### src/rtl/seg7_pkg.sv
// Shared constants and types for the POST-code 7-segment display path.
package seg7_pkg;

  // Active-high segment patterns, bit order g..a, for hex digits 0..F.
  localparam logic [6:0] SEG_HEX_0 = 7'h3F;
  localparam logic [6:0] SEG_HEX_1 = 7'h06;
  localparam logic [6:0] SEG_HEX_2 = 7'h5B;
  localparam logic [6:0] SEG_HEX_3 = 7'h4F;
  localparam logic [6:0] SEG_HEX_4 = 7'h66;
  localparam logic [6:0] SEG_HEX_5 = 7'h6D;
  localparam logic [6:0] SEG_HEX_6 = 7'h7D;
  localparam logic [6:0] SEG_HEX_7 = 7'h07;
  localparam logic [6:0] SEG_HEX_8 = 7'h7F;
  localparam logic [6:0] SEG_HEX_9 = 7'h6F;
  localparam logic [6:0] SEG_HEX_A = 7'h77;
  localparam logic [6:0] SEG_HEX_B = 7'h7C;
  localparam logic [6:0] SEG_HEX_C = 7'h39;
  localparam logic [6:0] SEG_HEX_D = 7'h5E;
  localparam logic [6:0] SEG_HEX_E = 7'h79;
  localparam logic [6:0] SEG_HEX_F = 7'h71;

  // Segment g only, shown while the history is empty.
  localparam logic [6:0] SEG_DASH  = 7'h40;
  // Active-low "all segments off".
  localparam logic [6:0] SEG_OFF_N = 7'h7F;

  // Scan sequence: high digit, gap, low digit, gap.
  typedef enum logic [1:0] {
    DIG_HI  = 2'd0,
    BLANK_A = 2'd1,
    DIG_LO  = 2'd2,
    BLANK_B = 2'd3
  } scan_state_t;

endpackage

### src/rtl/seg7_hex_decode.sv
// Combinational hex nibble to active-high 7-segment pattern.
module seg7_hex_decode
  import seg7_pkg::*;
(
  input  logic [3:0] nibble,
  output logic [6:0] pattern
);

  // Table lookup of the standard hex glyphs.
  always_comb begin
    // NOTE: every always_comb output gets a default first so no path can infer a latch.
    pattern = SEG_HEX_0;
    case (nibble)
      4'h0: pattern = SEG_HEX_0;
      4'h1: pattern = SEG_HEX_1;
      4'h2: pattern = SEG_HEX_2;
      4'h3: pattern = SEG_HEX_3;
      4'h4: pattern = SEG_HEX_4;
      4'h5: pattern = SEG_HEX_5;
      4'h6: pattern = SEG_HEX_6;
      4'h7: pattern = SEG_HEX_7;
      4'h8: pattern = SEG_HEX_8;
      4'h9: pattern = SEG_HEX_9;
      4'hA: pattern = SEG_HEX_A;
      4'hB: pattern = SEG_HEX_B;
      4'hC: pattern = SEG_HEX_C;
      4'hD: pattern = SEG_HEX_D;
      4'hE: pattern = SEG_HEX_E;
      4'hF: pattern = SEG_HEX_F;
      default: pattern = SEG_HEX_0;
    endcase
  end

endmodule

### src/rtl/post_seg7_scan.sv
// POST-code history ring buffer driving a multiplexed two-digit 7-segment display.
module post_seg7_scan
  import seg7_pkg::*;
#(
  parameter int SCAN_DIV   = 33000,
  parameter int BLANK_CYC  = 16,
  parameter int HIST_DEPTH = 8
) (
  input  logic                        lclk,
  input  logic                        lreset,
  input  logic                        post_wr,
  input  logic [7:0]                  post_data,
  input  logic                        hist_step,
  output logic [6:0]                  seg_n,
  output logic [1:0]                  seg_cs_n,
  output logic                        live,
  output logic [$clog2(HIST_DEPTH):0] hist_count
);

  localparam int PW   = $clog2(HIST_DEPTH);
  localparam int CMAX = (SCAN_DIV > BLANK_CYC) ? SCAN_DIV : BLANK_CYC;
  localparam int CW   = $clog2(CMAX);
  localparam logic [CW-1:0] DIG_LOAD   = CW'(SCAN_DIV - 1);
  localparam logic [CW-1:0] BLANK_LOAD = CW'(BLANK_CYC - 1);
  localparam logic [PW:0]   COUNT_FULL = (PW + 1)'(HIST_DEPTH);
  localparam logic [PW:0]   COUNT_ONE  = (PW + 1)'(1);

  logic [7:0]    mem [HIST_DEPTH];
  logic [PW-1:0] wr_ptr;
  logic [PW-1:0] view_idx;
  logic [PW-1:0] rd_idx;
  logic [PW:0]   view_inc;
  logic [7:0]    rd_code;

  scan_state_t   state_q, state_d;
  logic [CW-1:0] cnt_q, cnt_d;
  logic [3:0]    nibble;
  logic [6:0]    hex_pat;
  logic [6:0]    seg_d;
  logic [1:0]    cs_d;

  // Newest entry sits just behind wr_ptr; view_idx walks further back, wrapping naturally.
  assign rd_idx   = wr_ptr - PW'(1) - view_idx;
  assign rd_code  = mem[rd_idx];
  assign view_inc = {1'b0, view_idx} + 1'b1;

  // History storage: write the incoming code at wr_ptr.
  always_ff @(posedge lclk) begin
    // NOTE: the array has no reset; hist_count masks whatever stale data it holds.
    if (post_wr) mem[wr_ptr] <= post_data;
  end

  // Write pointer, fill count, history view position and live flag.
  always_ff @(posedge lclk) begin
    if (lreset) begin
      wr_ptr     <= '0;
      hist_count <= '0;
      view_idx   <= '0;
      live       <= 1'b1;
    end else begin
      // A write snaps straight back to live; a step shows up one cycle after view_idx moves.
      live <= post_wr | (view_idx == '0);
      if (post_wr) begin
        wr_ptr   <= wr_ptr + 1'b1;
        view_idx <= '0;
        if (hist_count != COUNT_FULL) hist_count <= hist_count + 1'b1;
      end else if (hist_step && (hist_count > COUNT_ONE)) begin
        view_idx <= (view_inc == hist_count) ? '0 : view_idx + 1'b1;
      end
    end
  end

  // Scan FSM state and per-state down-counter.
  always_ff @(posedge lclk) begin
    if (lreset) begin
      state_q <= BLANK_B;
      cnt_q   <= BLANK_LOAD;
    end else begin
      state_q <= state_d;
      cnt_q   <= cnt_d;
    end
  end

  // Next state: count down, advance and reload when the counter reaches zero.
  always_comb begin
    state_d = state_q;
    cnt_d   = cnt_q - 1'b1;
    if (cnt_q == '0) begin
      case (state_q)
        DIG_HI:  begin state_d = BLANK_A; cnt_d = BLANK_LOAD; end
        BLANK_A: begin state_d = DIG_LO;  cnt_d = DIG_LOAD;   end
        DIG_LO:  begin state_d = BLANK_B; cnt_d = BLANK_LOAD; end
        default: begin state_d = DIG_HI;  cnt_d = DIG_LOAD;   end
      endcase
    end
  end

  // Single decoder fed by the nibble for whichever digit is about to be lit.
  assign nibble = (state_d == DIG_LO) ? rd_code[3:0] : rd_code[7:4];

  seg7_hex_decode u_decode (
    .nibble  (nibble),
    .pattern (hex_pat)
  );

  // Output decode from the next state so registered outputs line up with state_q.
  always_comb begin
    cs_d  = 2'b11;
    seg_d = SEG_OFF_N;
    case (state_d)
      DIG_HI: begin
        cs_d  = 2'b01;
        seg_d = ~((hist_count == '0) ? SEG_DASH : hex_pat);
      end
      DIG_LO: begin
        cs_d  = 2'b10;
        seg_d = ~((hist_count == '0) ? SEG_DASH : hex_pat);
      end
      default: begin
        cs_d  = 2'b11;
        seg_d = SEG_OFF_N;
      end
    endcase
  end

  // Registered display drive.
  always_ff @(posedge lclk) begin
    if (lreset) begin
      seg_n    <= SEG_OFF_N;
      seg_cs_n <= 2'b11;
    end else begin
      seg_n    <= seg_d;
      seg_cs_n <= cs_d;
    end
  end

endmodule

### config.mk
export PLATFORM = sky130hd
export DESIGN_NAME = post_seg7_scan
export DESIGN_NICKNAME = d
export VERILOG_FILES = /design/src/rtl/seg7_pkg.sv /design/src/rtl/seg7_hex_decode.sv /design/src/rtl/post_seg7_scan.sv
export SDC_FILE = /design/constraint.sdc
export NUM_CORES = 1
export LEC_CHECK = 0
export ABC_AREA = 1
export CAP_MARGIN = 20
export CORE_AREA = 2 2 77 116
export CTS_CLUSTER_SIZE = 8
export DETAILED_ROUTE_END_ITERATION = 8
export DIE_AREA = 0 0 79 118
export DONT_BUFFER_PORTS = 1
export PLACE_DENSITY = 0.76
export RECOVER_POWER = 50
export SLEW_MARGIN = 10
export SYNTH_ARGS = -nofsm -noshare
export SYNTH_HDL_FRONTEND = slang
export SYNTH_HIERARCHICAL = 1
export SYNTH_SLANG_ARGS = --single-unit
### constraint.sdc
create_clock -name lclk -period 3.1 [get_ports lclk]
set_input_delay 0.62 -clock lclk [delete_from_list [all_inputs] [get_ports lclk]]
set_output_delay 0.62 -clock lclk [all_outputs]
set_load 0.1 [all_outputs]
==> parameters.txt <==
Parameter                              Value

Place
  HPWL after detailed placement    ~6.8 mm
  Port bufs    0
  Post-Place Setup Slack    0.1558 ns
  Placer Congestion    0.8577
  Cell area after placement    5181 um^2

Route
  Post-detailed-route DRC marker count    0
  Vias per cell    5.241
  Vias    3,716
  Number of routed nets with antenna violations    0
  Detailed Route Iter0 Violations    163
  1st-pass router iterations    5
  Routed wire per std cell    about 14 um
  Routed WL    9.805 mm

Worst setup path
  Endpoint required time on the critical path    3.32 ns
  Worst setup EP type    flop
  Arrival time reported for the critical path endpoint    around 3.1 ns
  Internal reg-to-reg setup slack    0.25 ns
  Kind of critical path    reg -> reg
  Largest fanout of any net on the critical path    13
  Worst Setup Start Kind    flop

CTS
  Clock tree from TritonCTS    done
  Clock slew seen by the registers of the worst setup and hold paths    0.07 ns
  H-Tree Level Count    3
  Clock root buffer    clkbuf_16
  CTS Buf Count    9
  Maximum clock insertion buffer count    2
  Clock latency at the later pin of the worst-skew pair    0.35 ns
  Count of hold-fix buffers inserted at cts    0
  Clock sink count    102

Floorplan
  Initial Utilization    between 60% and 70%
  Die footprint    9322 um^2
  Core Footprint    8310 um^2
  Placement row count    a little over 40
  Number of top-level pins    26
  Die W    just under 80 um
  Die extent in y    118 um

Finish
  Commonest non-fill, non-tap cell in the layout    nand2_1
  Fin area    5545 um^2
  Proportion of layout cells with a drive suffix above 1    11.79%
  Leading cell types in the layout, fill and taps excluded    nand2_1 (173), edfxtp_1 (64), inv_1 (63), nor2_1 (63), dfxtp_1 (38)
  Net count of the finished layout    ~630
  Synth-to-Final Area Change    10.28%
  Number of inserted diodes    0
  Number of fillers in the final layout    around 670

Power
  Part of the total power dissipated in the clock network    34.9%
  Switching power summed over all nets    around 900 uW
  Peak supply drop    0.4941 mV
  Power density over the cells    575.9 nW/um^2
  Internal power of the cells    2302 uW
  Switching part of the total power    between 20% and 30%
  Total power draw    3193 uW
  Combinational power share    roughly 18%
  Relative contribution of sequential cells to total power    46.8%
  Leakage    0.002409 uW

STA
  Post-route setup slack    0.2540 ns
  Part of the cycle the worst path needs    91.80%
  Final Max Tran Viols    0
  Minimum clock period    2.846 ns
  Transition at the pin with the smallest max-transition slack    0.9645 ns
  Maximum frequency from static timing analysis    approximately 0.35 GHz
  Number of hold violations in the final report    0
  Total negative slack    0 ns
  Worst relative slew slack    35.61%
  Final setup violation count    0
  Worst setup skew after layout    0.007240 ns

Yosys
  Post-Syn Nets    612
  Number of distinct standard cells referenced by the synthesized netlist    33
  Cells after synthesis    581
  Number of flip-flops and latches in the synthesized netlist    102
  Post-Syn Area    5029 um^2
  Mean Syn Cell Area    8.655 um^2
  Post-synthesis sequential area ratio    53.35%
  Yosys warning total    6

Worst hold path
  Tightest Hold Check Type    in -> reg

Global routing
  Initial antenna violation count    0
  Vias in the first global route    3,715
  First-pass GRT wire length    16.71 mm
  Total overflow reported by the global router    0
  Largest net degree at the start of global routing    37
  Global routing usage summed across all routing layers    a little under a quarter

Status
  Outcome    complete, no violations

Run
  MaxCap Viol Count    0
synthesized netlist by cell type:
library cell / instances / area, um^2
nand2_1: 176 / 660.6
inv_1: 65 / 244.0
edfxtp_1: 64 / 1922
nor2_1: 64 / 240.2
dfxtp_1: 38 / 760.7
o21ai_0: 33 / 165.2
nand3_1: 32 / 160.2
ha_1: 18 / 225.2
a21oi_1: 16 / 80.08
nand2_2: 10 / 62.56
nand4_1: 10 / 62.56
o21ai_1: 9 / 45.04
buf_2: 6 / 30.03
nor2_4: 6 / 67.56
nand2_4: 5 / 56.30
nor2_2: 5 / 31.28
buf_4: 4 / 30.03
inv_2: 3 / 11.26
nand3_2: 2 / 20.02
xor2_1: 2 / 17.52
a21boi_1: 1 / 7.510
buf_6: 1 / 11.26
clkbuf_2: 1 / 5.000
clkinv_1: 1 / 3.750
fa_1: 1 / 20.02
nand2_8: 1 / 20.02
nand3b_1: 1 / 7.510
nor2_8: 1 / 20.02
nor3b_1: 1 / 7.510
o211ai_2: 1 / 12.51
or2_2: 1 / 6.260
or3_1: 1 / 6.260
xnor2_1: 1 / 8.760
cells by family (layout without fill, tap and decap cells):
logic type,after synthesis,count (layout),synth area share [%]
compound gates,60,60,6.171
fa+ha+maj,19,19,4.877
xor+xnor,3,3,0.5226
buf+inv,81,102,6.668
flops,102,102,53.35
simple gates,316,316,28.42
final timing paths:
path | start | end | depth (start not counted)
max reg2reg | view_idx[0]$_SDFFE_PP0P_ | seg_n[2]$_SDFF_PP1_ | 16
max | view_idx[0]$_SDFFE_PP0P_ | seg_n[2]$_SDFF_PP1_ | 16
min | lreset | wr_ptr[0]$_SDFFE_PP0P_ | 1
min reg2reg | cnt_q[0]$_SDFF_PP1_ | cnt_q[0]$_SDFF_PP1_ | 1
stage by stage:
step	hold WS, ns	util [%]	instances
floorplan	0.3652	-	581
global placement	0.3753	62.35	687
detailed placement	0.3889	62.35	687
CTS	0.3195	65.91	703
global route	0.3257	66.73	709
finish	0.3307	66.73	709
cell type report:
type                       instances  area [um^2]  share of cell area, %
multi-input combinational        398         2023                  36.48
tap                              107        133.9                  2.414
sequential                       102         2683                  48.38
clock buffer                       9        225.2                  4.061
inverter                          69        262.8                  4.738
clock inverter                     7        71.32                  1.286
timing repair buffer              17        146.4                  2.640
critical path, stage by stage, from the launching register on:
cell        delay, ns
dfxtp_1          0.33
inv_1            0.07
ha_1             0.20
fa_2             0.58
buf_12           0.15
clkinvlp_4       0.12
buf_4            0.15
nand3_1          0.07
nand2_1          0.06
nand2_1          0.07
nand2_1          0.06
nand3_1          0.08
nand2_1          0.19
inv_1            0.23
o21ai_0          0.16
nand2_1          0.09
nand4_1          0.08
state kept, by name, indices dropped and copies added, names as in the netlist:
name	count
hist_count	4
wr_ptr	3
cnt_q	16
seg_cs_n	2
mem	64
view_idx	3
live	1
seg_n	7
state_q	2
timing repair:
action | in CTS | in global routing
resized for setup | 0 | 10
setup endpoints to repair | 0 | 7
buffers inserted | 0 | 5
layer usage:
metal,track usage [%],share of wire (%),vias up
met2,40.31,53,69
met4,11.21,2.7,0
met1,25.72,41,1716
li1,-,-,1910
met3,4.985,3.9,21
met5,0,0,-
power groups by stage:
stage	clock network, uW	registers, uW	logic (uW)
2_1_floorplan	0	1540	403
3_3_place_gp	0	1520	505
3_5_place_dp	0	1530	522
4_1_cts	1140	1500	532
5_1_grt	1190	1500	670
6_report	1110	1500	585
Power figures use the tool's default switching activity.
